`config.mk`:
```
export PLATFORM = sky130hd
export DESIGN_NAME = instr_prefetch_queue_flat
export DESIGN_NICKNAME = d
export VERILOG_FILES = /design/src/rtl/instr_prefetch_queue_pkg.sv /design/src/rtl/instr_prefetch_queue_if.sv /design/src/rtl/instr_prefetch_queue_fq_storage.sv /design/src/rtl/instr_prefetch_queue.sv /design/src/flat_wrapper.sv
export SDC_FILE = /design/constraint.sdc
export NUM_CORES = 1
export LEC_CHECK = 0
export ABC_AREA = 0
export BUFFER_PORTS_ARGS = -buffer_cell sky130_fd_sc_hd__buf_2
export CELL_PAD_IN_SITES_DETAIL_PLACEMENT = 0
export CELL_PAD_IN_SITES_GLOBAL_PLACEMENT = 1
export CORE_AREA = 4 4 145 217
export DETAILED_ROUTE_END_ITERATION = 10
export DIE_AREA = 0 0 149 221
export HOLD_SLACK_MARGIN = 0.02
export PLACE_DENSITY_LB_ADDON = 0.1
export SLEW_MARGIN = 20
export SYNTH_ARGS = -nofsm -noshare
export SYNTH_HDL_FRONTEND = slang
export SYNTH_SLANG_ARGS = --single-unit
```
`constraint.sdc`:
```
create_clock -name clk -period 20.6 [get_ports clk]
set_input_delay 0 -clock clk [delete_from_list [all_inputs] [get_ports clk]]
set_output_delay 0 -clock clk [all_outputs]
set_load 0.03 [all_outputs]
```
`src/rtl/instr_prefetch_queue_pkg.sv`:
```
// Shared types and constants for the instruction prefetch queue.
package instr_prefetch_queue_pkg;

  localparam int unsigned INSTR_SIZE  = 32;
  localparam int unsigned WD_SIZE     = 32;
  localparam int unsigned INSTR_BYTES = 4;

  typedef struct packed {
    logic [INSTR_SIZE-1:0] pc;
    logic [INSTR_SIZE-1:0] instr;
  } fq_entry_t;

  typedef enum logic [1:0] {FQ_BOOT, FQ_RUN, FQ_HALT} fq_state_t;

  function automatic logic is_word_aligned(input logic [INSTR_SIZE-1:0] addr);
    return addr[1:0] == 2'b00;
  endfunction

endpackage

```
`src/rtl/instr_prefetch_queue_if.sv`:
```
// Bundle of imem request/response, decode handshake and redirect signals for the prefetch queue.
interface instr_prefetch_queue_if;
  import instr_prefetch_queue_pkg::*;

  logic                  redirect_i;
  logic [INSTR_SIZE-1:0] redirect_pc_i;
  logic [INSTR_SIZE-1:0] imem_addr_o;
  logic                  imem_op_en_o;
  logic                  imem_rd_wr_o;
  logic [WD_SIZE-1:0]    imem_rd_data_i;
  logic                  instr_valid_o;
  logic [INSTR_SIZE-1:0] instr_o;
  logic [INSTR_SIZE-1:0] pc_o;
  logic                  instr_ready_i;
  logic                  misalign_o;

  modport master (
    input  redirect_i, redirect_pc_i, imem_rd_data_i, instr_ready_i,
    output imem_addr_o, imem_op_en_o, imem_rd_wr_o, instr_valid_o, instr_o, pc_o, misalign_o
  );

  modport slave (
    output redirect_i, redirect_pc_i, imem_rd_data_i, instr_ready_i,
    input  imem_addr_o, imem_op_en_o, imem_rd_wr_o, instr_valid_o, instr_o, pc_o, misalign_o
  );

endinterface

```
`src/rtl/instr_prefetch_queue_fq_storage.sv`:
```
// DEPTH-entry {pc,instr} register file: one synchronous write port, one asynchronous read port.
module instr_prefetch_queue_fq_storage
  import instr_prefetch_queue_pkg::*;
#(
  parameter int unsigned DEPTH = 4
) (
  input  logic                     clk,
  input  logic                     reset,
  input  logic                     we_i,
  input  logic [$clog2(DEPTH)-1:0] waddr_i,
  input  fq_entry_t                wdata_i,
  input  logic [$clog2(DEPTH)-1:0] raddr_i,
  output fq_entry_t                rdata_o
);

  fq_entry_t mem_q [DEPTH];

  always_ff @(posedge clk or posedge reset) begin
    if (reset) begin
      for (int i = 0; i < int'(DEPTH); i++) begin
        mem_q[i] <= '0;
      end
    end else if (we_i) begin
      mem_q[waddr_i] <= wdata_i;
    end
  end

  assign rdata_o = mem_q[raddr_i];

endmodule

```
`src/rtl/instr_prefetch_queue.sv`:
```
// Instruction prefetch queue between imem and decode; flushes on redirect from the mem stage.
// Optional FETCH_Q_BYPASS_EN: an unkilled response into an empty queue is presented combinationally.
module instr_prefetch_queue
  import instr_prefetch_queue_pkg::*;
#(
  parameter int unsigned           DEPTH    = 4,
  parameter logic [INSTR_SIZE-1:0] RESET_PC = '0
) (
  input logic                    clk,
  input logic                    reset,
  instr_prefetch_queue_if.master bus
);

  localparam int unsigned     PtrW     = $clog2(DEPTH);
  localparam int unsigned     CntW     = PtrW + 1;
  localparam logic [CntW-1:0] DepthCnt = CntW'(DEPTH);

  fq_state_t             state_q, state_d;
  logic [INSTR_SIZE-1:0] fetch_pc_q, fetch_pc_d;
  logic [INSTR_SIZE-1:0] req_pc_q, req_pc_d;
  logic                  inflight_q, inflight_d;
  logic                  misalign_q, misalign_d;
  logic [PtrW-1:0]       wr_ptr_q, wr_ptr_d;
  logic [PtrW-1:0]       rd_ptr_q, rd_ptr_d;
  logic [CntW-1:0]       count_q, count_d;

  logic      redirect;
  logic      resp_live;
  logic      head_valid;
  logic      out_valid;
  logic      take;
  logic      pop;
  logic      push;
  logic      credit_ok;
  logic      issue;
  fq_entry_t head_entry;
  fq_entry_t resp_entry;
  fq_entry_t out_entry;

  // Handshake, credit and issue decisions
  always_comb begin
    redirect   = bus.redirect_i;
    resp_live  = inflight_q && !redirect;
    head_valid = (count_q != '0);
    resp_entry = '{pc: req_pc_q, instr: bus.imem_rd_data_i};
`ifdef FETCH_Q_BYPASS_EN
    out_valid  = head_valid || resp_live;
    out_entry  = (!head_valid && resp_live) ? resp_entry : head_entry;
`else
    out_valid  = head_valid;
    out_entry  = head_entry;
`endif
    take       = out_valid && bus.instr_ready_i && !redirect;
    pop        = take && head_valid;
    // A bypassed response that decode takes right away never occupies a slot.
    push       = resp_live && !(take && !head_valid);
    // Pops in this cycle do not free credit until the next one.
    credit_ok  = (count_q + CntW'(inflight_q)) < DepthCnt;
    issue      = (state_q == FQ_RUN) && !redirect && credit_ok;
  end

  always_comb begin
    fetch_pc_d = fetch_pc_q;
    req_pc_d   = req_pc_q;
    inflight_d = issue;
    wr_ptr_d   = wr_ptr_q;
    rd_ptr_d   = rd_ptr_q;
    count_d    = count_q;
    if (redirect) begin
      fetch_pc_d = bus.redirect_pc_i;
      wr_ptr_d   = '0;
      rd_ptr_d   = '0;
      count_d    = '0;
    end else begin
      if (issue) begin
        fetch_pc_d = fetch_pc_q + INSTR_SIZE'(INSTR_BYTES);
        req_pc_d   = fetch_pc_q;
      end
      if (push) begin
        wr_ptr_d = wr_ptr_q + PtrW'(1);
      end
      if (pop) begin
        rd_ptr_d = rd_ptr_q + PtrW'(1);
      end
      unique case ({push, pop})
        2'b10:   count_d = count_q + CntW'(1);
        2'b01:   count_d = count_q - CntW'(1);
        default: count_d = count_q;
      endcase
    end
  end

  always_comb begin
    state_d    = state_q;
    misalign_d = misalign_q;
    unique case (state_q)
      FQ_BOOT: state_d = FQ_RUN;
      FQ_RUN:  state_d = FQ_RUN;
      FQ_HALT: state_d = FQ_HALT;
      default: state_d = FQ_BOOT;
    endcase
    if (redirect) begin
      if (is_word_aligned(bus.redirect_pc_i)) begin
        state_d    = FQ_RUN;
        misalign_d = 1'b0;
      end else begin
        state_d    = FQ_HALT;
        misalign_d = 1'b1;
      end
    end
  end

  always_ff @(posedge clk or posedge reset) begin
    if (reset) begin
      state_q    <= FQ_BOOT;
      fetch_pc_q <= RESET_PC;
      req_pc_q   <= '0;
      inflight_q <= 1'b0;
      misalign_q <= 1'b0;
      wr_ptr_q   <= '0;
      rd_ptr_q   <= '0;
      count_q    <= '0;
    end else begin
      state_q    <= state_d;
      fetch_pc_q <= fetch_pc_d;
      req_pc_q   <= req_pc_d;
      inflight_q <= inflight_d;
      misalign_q <= misalign_d;
      wr_ptr_q   <= wr_ptr_d;
      rd_ptr_q   <= rd_ptr_d;
      count_q    <= count_d;
    end
  end

  instr_prefetch_queue_fq_storage #(
    .DEPTH (DEPTH)
  ) u_storage (
    .clk     (clk),
    .reset   (reset),
    .we_i    (push),
    .waddr_i (wr_ptr_q),
    .wdata_i (resp_entry),
    .raddr_i (rd_ptr_q),
    .rdata_o (head_entry)
  );

  assign bus.imem_addr_o   = issue ? fetch_pc_q : '0;
  assign bus.imem_op_en_o  = issue;
  assign bus.imem_rd_wr_o  = 1'b0;
  assign bus.instr_valid_o = out_valid;
  assign bus.instr_o       = out_entry.instr;
  assign bus.pc_o          = out_entry.pc;
  assign bus.misalign_o    = misalign_q;

  no_push_when_full: assert property (@(posedge clk) disable iff (reset)
    !(push && (count_q == DepthCnt)));

endmodule

```
`src/flat_wrapper.sv`:
```
// flat-port wrapper written by rule: the top's interface ports become plain ports
module instr_prefetch_queue_flat import instr_prefetch_queue_pkg::*;
#(
  parameter int unsigned           DEPTH    = 4,
  parameter logic [INSTR_SIZE-1:0] RESET_PC = '0
)
  (clk, reset, bus_redirect_i, bus_redirect_pc_i, bus_imem_rd_data_i, bus_instr_ready_i, bus_imem_addr_o, bus_imem_op_en_o, bus_imem_rd_wr_o, bus_instr_valid_o, bus_instr_o, bus_pc_o, bus_misalign_o);
  instr_prefetch_queue_if bus_i ();
  input logic clk;
  input logic reset;
  input wire logic [$bits(bus_i.redirect_i)-1:0] bus_redirect_i;
  input wire logic [$bits(bus_i.redirect_pc_i)-1:0] bus_redirect_pc_i;
  input wire logic [$bits(bus_i.imem_rd_data_i)-1:0] bus_imem_rd_data_i;
  input wire logic [$bits(bus_i.instr_ready_i)-1:0] bus_instr_ready_i;
  output wire logic [$bits(bus_i.imem_addr_o)-1:0] bus_imem_addr_o;
  output wire logic [$bits(bus_i.imem_op_en_o)-1:0] bus_imem_op_en_o;
  output wire logic [$bits(bus_i.imem_rd_wr_o)-1:0] bus_imem_rd_wr_o;
  output wire logic [$bits(bus_i.instr_valid_o)-1:0] bus_instr_valid_o;
  output wire logic [$bits(bus_i.instr_o)-1:0] bus_instr_o;
  output wire logic [$bits(bus_i.pc_o)-1:0] bus_pc_o;
  output wire logic [$bits(bus_i.misalign_o)-1:0] bus_misalign_o;
  assign bus_i.redirect_i = bus_redirect_i;
  assign bus_i.redirect_pc_i = bus_redirect_pc_i;
  assign bus_i.imem_rd_data_i = bus_imem_rd_data_i;
  assign bus_i.instr_ready_i = bus_instr_ready_i;
  assign bus_imem_addr_o = bus_i.imem_addr_o;
  assign bus_imem_op_en_o = bus_i.imem_op_en_o;
  assign bus_imem_rd_wr_o = bus_i.imem_rd_wr_o;
  assign bus_instr_valid_o = bus_i.instr_valid_o;
  assign bus_instr_o = bus_i.instr_o;
  assign bus_pc_o = bus_i.pc_o;
  assign bus_misalign_o = bus_i.misalign_o;
  instr_prefetch_queue #(.DEPTH(DEPTH), .RESET_PC(RESET_PC)) u_core (.clk(clk), .reset(reset), .bus(bus_i));
endmodule
```
==> impl_results.md <==
- Largest net degree at the start of global routing: 132
- CTS H-tree depth: 2
- Max Slew Vio Count: 0
- DIE WIDTH: 149 um
- Leak pwr: 8.71 nW
- WL/cell: 19.9 um
- Vias/cell: approximately 5.5
- Fraction of registers with async set/reset: 1.00
- Power per Cell Area: 125 mW/mm2
- CTS tree: done
- Root Driver: clkbuf_16
- Die Span Y: 221 um
- Top FF cell, synth: dfrtp_1
- Area added between synthesis and finish: 21.5%
- Critical Path End Type: primary output
- Clock Skew: 0.0136 ns
- Vias in the first global route: 9513
- GR Util All Layers: 0.201
- FP Rows: slightly below 80
- Antenna Nets Post-Route: 0
- Setup WS post-layout: 17.51 ns
- Crit Path Max Fanout: 34
- Post-Synthesis Cells: 982
- Clock buffer depth: 3
- Worst skew pair latency: 0.52 ns
- Worst EP required: 20.60 ns
- Arrival @ worst endpoint: 3.09 ns
- Clock sink count: 331
- Post-synth EDFFs: 0
- CP startpoint kind: flop
- Max_cap viols: 0
- Highest ir drop seen on vdd: 70.6 uV
- Cell Area, Synth: 0.0146 mm2
- Most instantiated cells after synthesis: 331 x dfrtp_1, 259 x mux2_2, 64 x mux4_2
- Final setup viols: 0
- Final HPWL DP: 19700 um
- Number of top-level pins: 168
- Seq/Total Area, Yosys: 0.569
- Die area: 0.0329 mm2
- Post-Syn Nets: 1056
- Register bit total from synthesis: between 300 and 400
- Synth cell types: between 40 and 50
- Final WL: 32200 um
- Yosys top cell area share: 0.569
- Largest cells by area after synthesis: dfrtp_1 57%, mux2_2 20%, mux4_2 9.9%
- Starting Density: 0.494
- Clock buffers created by TritonCTS: 34
- Final TNS setup: 0 ns
- Layout cell share with drive strength beyond 1: 0.459
- Post-place setup slack: 17.85 ns
- Fin crit period: 3.09 ns
- Nets: between 1000 and 1500
- Remaining DRCs: 0
- Status: finished, final reports clean
- Crit path kind: reg2out
- Antenna cells: 0
- Yosys warns: 0
- Most frequent cell after synthesis: dfrtp_1
- Hold Violations, Final: 0
- Grt ovf: 0
- Period utilization: 0.150
- RSZ-0062 raised after global routing: no
- Initial drt markers: 406
- Worst hold path class: in2reg
- Hold Worst Slack: 0.107 ns
- Fill cells: between 2000 and 2500
- Core area: around 0.029 mm2
- Fmax: 0.324 GHz
- First-pass GRT wire length: 52700 um
- CTS clk-pin slew, worst paths: 0.06 ns
- Worst-Margin Slew: 1.15 ns
- Slew headroom: 0.237
- Resized Gates After CTS: 0
- Initial antenna violation count: 0
- Area leader, netlist: dfrtp_1
- Routability cong.: 0.755
- DRT Pass-1 Iters: 5
- Vias: 8938
- Syn avg cell area: 14.8 um2
- Port Buffers: approximately 170
==> logic make-up (layout without fill, tap and decap cells) <==
group	count (synthesis)	after routing	share of synthesized area
fa+ha+maj	6	6	0.00567
simple gates	151	151	0.0555
compound gates	70	70	0.0316
buf+inv	65	309	0.0175
flops	331	331	0.569
other cells	1	1	0.000257
mux	328	328	0.303
xor+xnor	30	30	0.0180
==> worst max-delay path, stage by stage (launching register included) <==
cell and delay [ns]:
dfrtp_1 0.48, a31o_2 0.32, a21oi_2 0.63, nand2_1 0.18, inv_2 0.43, and2_1 0.31, buf_2 0.23
==> registers in the layout (all words and copies together), names as in the netlist <==
name,count
u_core.u_storage.mem_q,256
u_core.fetch_pc_q,32
u_core.req_pc_q,32
u_core.count_q,3
u_core.rd_ptr_q,2
u_core.state_q,2
u_core.wr_ptr_q,2
u_core.bus.misalign_o,1
u_core.inflight_q,1
==> power by group <==
part | switching, mW | internal (mW) | total (mW)
sequential | 0.109 | 0.778 | 0.887
combinational | 0.358 | 0.296 | 0.654
clock | 0.247 | 0.431 | 0.678
==> per-stage QoR <==
step / utilization / area [um2] / power, mW / std cells
3_5_place_dp: 0.535 / 15800 / 1.56 / 1494
3_3_place_gp: 0.535 / 15800 / 1.55 / 1494
4_1_cts: 0.600 / 17700 / 2.25 / 1621
2_1_floorplan: - / 14600 / 1.37 / 982
6_report: 0.600 / 17700 / 2.22 / 1621
5_1_grt: 0.600 / 17700 / 2.34 / 1621
==> final timing paths <==
check,startpoint,end,slack [ns],depth (start not counted)
max in group asynchronous,reset,u_core.u_storage.mem_q[90],18.21,5
setup reg to reg,u_core.inflight_q,u_core.fetch_pc_q[26],17.81,7
hold reg to reg,u_core.u_storage.mem_q[124],u_core.u_storage.mem_q[124],0.50,1
hold / removal,bus_redirect_i,u_core.wr_ptr_q[0],0.11,3
setup / recovery,u_core.inflight_q,bus_imem_addr_o[31],17.51,6
min in group asynchronous,reset,u_core.u_storage.mem_q[119],0.23,3
==> repair_timing <==
item                                   CTS  global route
buffers inserted                         0             0
hold buffers                            66             0
endpoints found under the hold margin  294             0
==> placed cells by master (no fill, tap or decap), types with 2 or more instances in the layout <==
cell / count
nand2_4: 3
inv_1: 6
or4_1: 3
buf_2: 166
a31oi_1: 2
nor4_1: 3
and3_1: 6
xor2_1: 17
xnor2_1: 13
ha_1: 5
nand4_1: 12
nand3b_1: 2
or3_1: 2
and2_1: 29
nand2b_1: 3
mux2i_1: 5
o211ai_1: 2
mux4_2: 64
buf_4: 7
dlygate4sd3_1: 66
mux2_2: 259
nor2_1: 16
nand2_1: 38
o21ai_0: 23
nor3_1: 8
bufinv_16: 6
clkinv_2: 2
nand3_1: 16
clkbuf_8: 8
a21o_1: 32
o21ai_1: 4
clkbuf_16: 37
clkbuf_1: 8
dfrtp_1: 329
dfrtp_4: 2
and4_1: 4
==> cell type report <==
| cell class | count | area (um2) | area share |
|---|---|---|---|
| flip-flops and latches | 331 | 8290 | 0.468 |
| multi-input cells | 586 | 6060 | 0.343 |
| repair buffers | 240 | 1560 | 0.0879 |
| clock buffers | 53 | 1070 | 0.0602 |
| well taps | 395 | 494 | 0.0279 |
| clock inverters | 8 | 190 | 0.0107 |
| inverters | 8 | 37.5 | 0.00212 |
==> layer usage <==
| metal | vias to the layer above | global-route usage | wire length [um] |
|---|---|---|---|
| met5 | - | 0 | 0 |
| met4 | 0 | 0.0485 | 576 |
| met3 | 34 | 0.0299 | 1310 |
| met2 | 195 | 0.344 | 16400 |
| met1 | 4686 | 0.272 | 13900 |
| li1 | 4023 | - | - |
Power figures use the tool's default switching activity.
